<file path="src/rtl/demultiplex_collector.sv">
// demultiplex_collector: registered write-side demultiplexer.
// Scatters Width-bit words into a packed bank of 2**AddressSize slots, either
// by explicit address (Load) or through an auto-incrementing pointer (Push).
// It tracks which slots have been written and reports when the bank is full.
// Slot i lives at Q[i*Width +: Width], which matches the Multiplex selector packing.
module demultiplex_collector #(
  parameter int Width       = 8,
  parameter int AddressSize = 2
) (
  input  logic                              CLK,
  input  logic                              RST,
  input  logic [Width-1:0]                  D,
  input  logic [AddressSize-1:0]            S,
  input  logic                              Load,
  input  logic                              Push,
  input  logic                              Clear,
  output logic [Width*(2**AddressSize)-1:0] Q,
  output logic [(2**AddressSize)-1:0]       Valid,
  output logic [AddressSize-1:0]            Ptr,
  output logic                              Full,
  output logic                              Done,
  output logic                              Overflow
);

  localparam int N = 2 ** AddressSize;

  typedef enum logic {
    ST_FILLING = 1'b0,
    ST_FULL    = 1'b1
  } state_e;

  state_e                 state_q, state_d;
  logic [Width*N-1:0]     bank_q, bank_d;
  logic [N-1:0]           valid_q, valid_d;
  logic [AddressSize-1:0] ptr_q, ptr_d;
  logic                   done_q, done_d;
  logic                   overflow_q, overflow_d;

  // Next-state logic. Commands are resolved as Clear, then Push, then Load,
  // so exactly one action takes place on each edge.
  always_comb begin
    // NOTE: each combinational output gets a default value first. Without these
    // defaults, any path that leaves a signal unassigned would infer a latch.
    state_d    = state_q;
    bank_d     = bank_q;
    valid_d    = valid_q;
    ptr_d      = ptr_q;
    done_d     = 1'b0;
    overflow_d = 1'b0;

    if (Clear) begin
      state_d = ST_FILLING;
      bank_d  = '0;
      valid_d = '0;
      ptr_d   = '0;
    end else if (Push) begin
      if (state_q == ST_FULL) begin
        // The bank is complete. Reject the word and leave contents and pointer as they are.
        overflow_d = 1'b1;
      end else begin
        bank_d[int'(ptr_q)*Width +: Width] = D;
        valid_d[ptr_q]                     = 1'b1;
        // The pointer wraps from N-1 to 0 through natural modular overflow.
        ptr_d                              = ptr_q + AddressSize'(1);
      end
    end else if (Load) begin
      // An addressed write is accepted in either state and never moves the pointer.
      bank_d[int'(S)*Width +: Width] = D;
      valid_d[S]                     = 1'b1;
    end

    // Only a write made while filling can complete the bank. An idle cycle in
    // FILLING never has every valid bit set, so no extra qualifier is needed.
    if (!Clear && (state_q == ST_FILLING) && (&valid_d)) begin
      state_d = ST_FULL;
      done_d  = 1'b1;
    end
  end

  // State and bank registers, with asynchronous active-high reset.
  always_ff @(posedge CLK or posedge RST) begin
    if (RST) begin
      // NOTE: the bank is cleared on reset on purpose. A reset in the middle of
      // a fill must drop the partial contents, so this storage cannot be left
      // uninitialised the way a RAM would be.
      state_q    <= ST_FILLING;
      bank_q     <= '0;
      valid_q    <= '0;
      ptr_q      <= '0;
      done_q     <= 1'b0;
      overflow_q <= 1'b0;
    end else begin
      // NOTE: sequential state uses non-blocking assignments only. Every
      // register then samples the values from before the edge, which avoids
      // ordering races between always blocks.
      state_q    <= state_d;
      bank_q     <= bank_d;
      valid_q    <= valid_d;
      ptr_q      <= ptr_d;
      done_q     <= done_d;
      overflow_q <= overflow_d;
    end
  end

  assign Q        = bank_q;
  assign Valid    = valid_q;
  assign Ptr      = ptr_q;
  assign Full     = (state_q == ST_FULL);
  assign Done     = done_q;
  assign Overflow = overflow_q;

endmodule

</file>
<file path="config.mk">
export PLATFORM = sky130hd
export DESIGN_NAME = demultiplex_collector
export DESIGN_NICKNAME = d
export VERILOG_FILES = /design/src/rtl/demultiplex_collector.sv
export SDC_FILE = /design/constraint.sdc
export NUM_CORES = 1
export LEC_CHECK = 0
export ABC_AREA = 1
export BUFFER_PORTS_ARGS = -buffer_cell sky130_fd_sc_hd__buf_2
export CORE_UTILIZATION = 51
export CTS_CLUSTER_DIAMETER = 200
export DETAILED_ROUTE_END_ITERATION = 10
export GPL_ROUTABILITY_DRIVEN = 0
export PLACE_DENSITY = 0.77
export SKIP_LAST_GASP = 1
export SLEW_MARGIN = 20
export SYNTH_ARGS = -nofsm -noshare
export SYNTH_HDL_FRONTEND = slang
export SYNTH_SLANG_ARGS = --single-unit
</file>
<file path="constraint.sdc">
create_clock -name CLK -period 3.3 [get_ports CLK]
set_input_delay 0.165 -clock CLK [delete_from_list [all_inputs] [get_ports CLK]]
set_output_delay 0.165 -clock CLK [all_outputs]
set_load 0.01 [all_outputs]
</file>
==> impl_metrics.yaml <==
setup_path:
  start_kind: "flop"
  crit_type: "flop to flop"
  end_kind: "flop"
  crit_required_ns: 3.49
  cp.arrival_ns: 2.02
  cp_max_fo: 9
placement:
  port_buffers: 55
  dp_hpwl_um: 3900
global_route:
  grt_pass1_vias: 2110
  grt_max_degree: 42
  grt_usage: 0.248
  antenna_found_initial: 0
  grt_pass1_wl_um: 9590
  grt_overflow: 0
sta:
  clock-skew-final_ns: 0.00509
  finalCriticalPeriod_ns: 1.83
  max-slew-margin-rel: 0.657
  fmax_mhz: 546
  hold_violations: 24
  holdWs_ns: -0.0126
  setup_tns_ns: 0
  worst_pin_slew_ns: 0.511
  min_period_over_period: 0.555
  rsz0062_at_grt: "no"
  drv_slew: 0
  setup_viol: 0
hold_path:
  holdCritPathClass: "primary input to asynchronous set/reset pin"
pwr:
  cellLeakagePower_uw: 0.00171
  irDropWorstVdd_mv: 0.261
  power_density_nw_per_um2: 404
outcome:
  failed_checks: "negative hold slack"
  status: "finished, violations left"
layout:
  final_util: 0.633
  antennaDiodeCount: 0
  drive_gt1_frac: 0.253
  final_cell_mix: "nand2_1 (120), nand3_1 (55), buf_2 (55), dfrtp_1 (41), inv_1 (25)"
  nFillCells: 396
  final_common_cell: "nand2_1"
  fin_nets: 387
  syn_to_final_growth_pct: 18.9
synthesis:
  avgSynthCellArea_um2: 7.76
  ys_top_cells_by_area: "dfrtp_1 (44%), nand2_1 (19%), nand3_1 (12%)"
  synth_area_leader_cell: "dfrtp_1"
  yosysUniqueCellTypes: 22
  yosysTopAreaCellShare: 0.439
  yosysWarnings: 0
  syn_area_um2: 2330
  ys_seq_area_frac: 0.439
  ys_seq_elements: 41
  netlist_instances: 301
  synth.net_count: 326
clocking:
  post_cts_buffers: 0
  tritoncts: "done"
  htree_levels: 2
  cts_sinks: 41
  holdBufCountCts: 0
  cts_resized: 0
  cts_made_buffers: 5
  root_buffer: "clkbuf_8"
  clock_path_buffers: 2
  clk_latency_ns: 0.29
  clk_pin_slew_ns: 0.08
routing:
  drt-total-wl_um: 5410
  routedWlPerCell_um: 13.0
  firstDrtPassIters: 4
  drc: 0
  drt_iter0_drc: 102
  via_count: 2172
  viasPerCell: 5.23
  antenna_left: 0
floorplan:
  die-area_um2: 4850
  core-area_um2: 4380
  num_rows: 24
  num_io_pins: 56
  initial_core_util: 0.533
  die_w_um: 69.7
  die_h_um: 69.7
job:
  max-cap-violations: 0
logic make-up after synthesis:
family | count (synthesis) | synth area share
AND/OR/NAND/NOR | 208 | 0.420
flip-flops | 41 | 0.439
buffers and inverters | 36 | 0.0675
adder cells (fa/ha/maj) | 10 | 0.0536
AO/OA/AOI/OAI | 6 | 0.0193
layer usage:
layer / vias up / track usage / wire length (um) / share of wire
met5: - / 0 / 0 / 0
met4: 0 / 0.0978 / 87 / 0.016
met3: 9 / 0.0494 / 274 / 0.051
met2: 77 / 0.388 / 2550 / 0.47
li1: 1081 / - / - / -
met1: 1005 / 0.339 / 2500 / 0.46
worst paths after layout:
| kind | cells past startpoint | slack [ns] | to | startpoint |
|---|---|---|---|---|
| worst min-delay path | 3 | -0.01 | Q[17] | RST |
| worst max-delay path | 9 | 1.47 | Q[1] | Ptr[0] |
| worst min register to register | 2 | 0.47 | Q[15] | Q[15] |
| worst max register to register | 9 | 1.47 | Q[1] | Ptr[0] |
| min in group CLK | 3 | 0.17 | Q[2] | D[2] |
| max in group asynchronous | 3 | 2.96 | Q[28] | RST |
Yosys cell counts:
library cell and n:
buf_6 2, dfrtp_1 41, ha_1 10, inv_1 25, inv_2 6, inv_4 3, nand2_1 120, nand2_4 2
nand3_1 55, nand3b_1 1, nand4_1 2, nor2_1 11, nor2_2 2, nor2_4 8, nor3_1 2, nor3_2 2
nor3_4 2, o21ai_0 1, o21ai_1 1, o21ai_2 3, o32ai_1 1, or2_2 1
area by class of cell:
class	count	area [um2]	area share
Clock inverter	1	30.0	0.0108
Multi-Input combinational cell	224	1150	0.415
Inverter	34	135	0.0487
Sequential cell	41	1030	0.370
Tap cell	52	65.1	0.0234
Timing Repair Buffer	56	283	0.102
Clock buffer	7	86.3	0.0311
flip-flops by register name, indices dropped and copies added, names as in the netlist:
name,cells
Q,32
Overflow,1
Done,1
Ptr,2
Valid,4
Full,1
power by group:
group | internal (uW) | switching (uW) | total, uW
logic | 51.9 | 131 | 183
clock network | 247 | 169 | 416
registers | 515 | 8.16 | 523
total | 813 | 308 | 1120
metrics by stage:
stage / hold WS, ns / power, uW / area (um2) / cells / setup WS (ns)
floorplan: 0.306 / 656 / 2330 / 301 / 1.67
global placement: 0.319 / 711 / 2660 / 407 / 1.56
detailed placement: 0.322 / 713 / 2660 / 407 / 1.52
CTS: 0.00162 / 1130 / 2780 / 415 / 1.49
global route: 0.0470 / 1170 / 2780 / 415 / 1.26
finish: -0.0126 / 1120 / 2780 / 415 / 1.47
critical path, stage by stage, from the launching register on:
cell and delay, ns:
dfrtp_1 0.45, inv_1 0.20, ha_1 0.40, inv_2 0.06, nand2_1 0.09, o21ai_2 0.07
nor2_4 0.20, inv_2 0.11, nand2_1 0.08, nand2_1 0.06
Power figures use the tool's default switching activity.
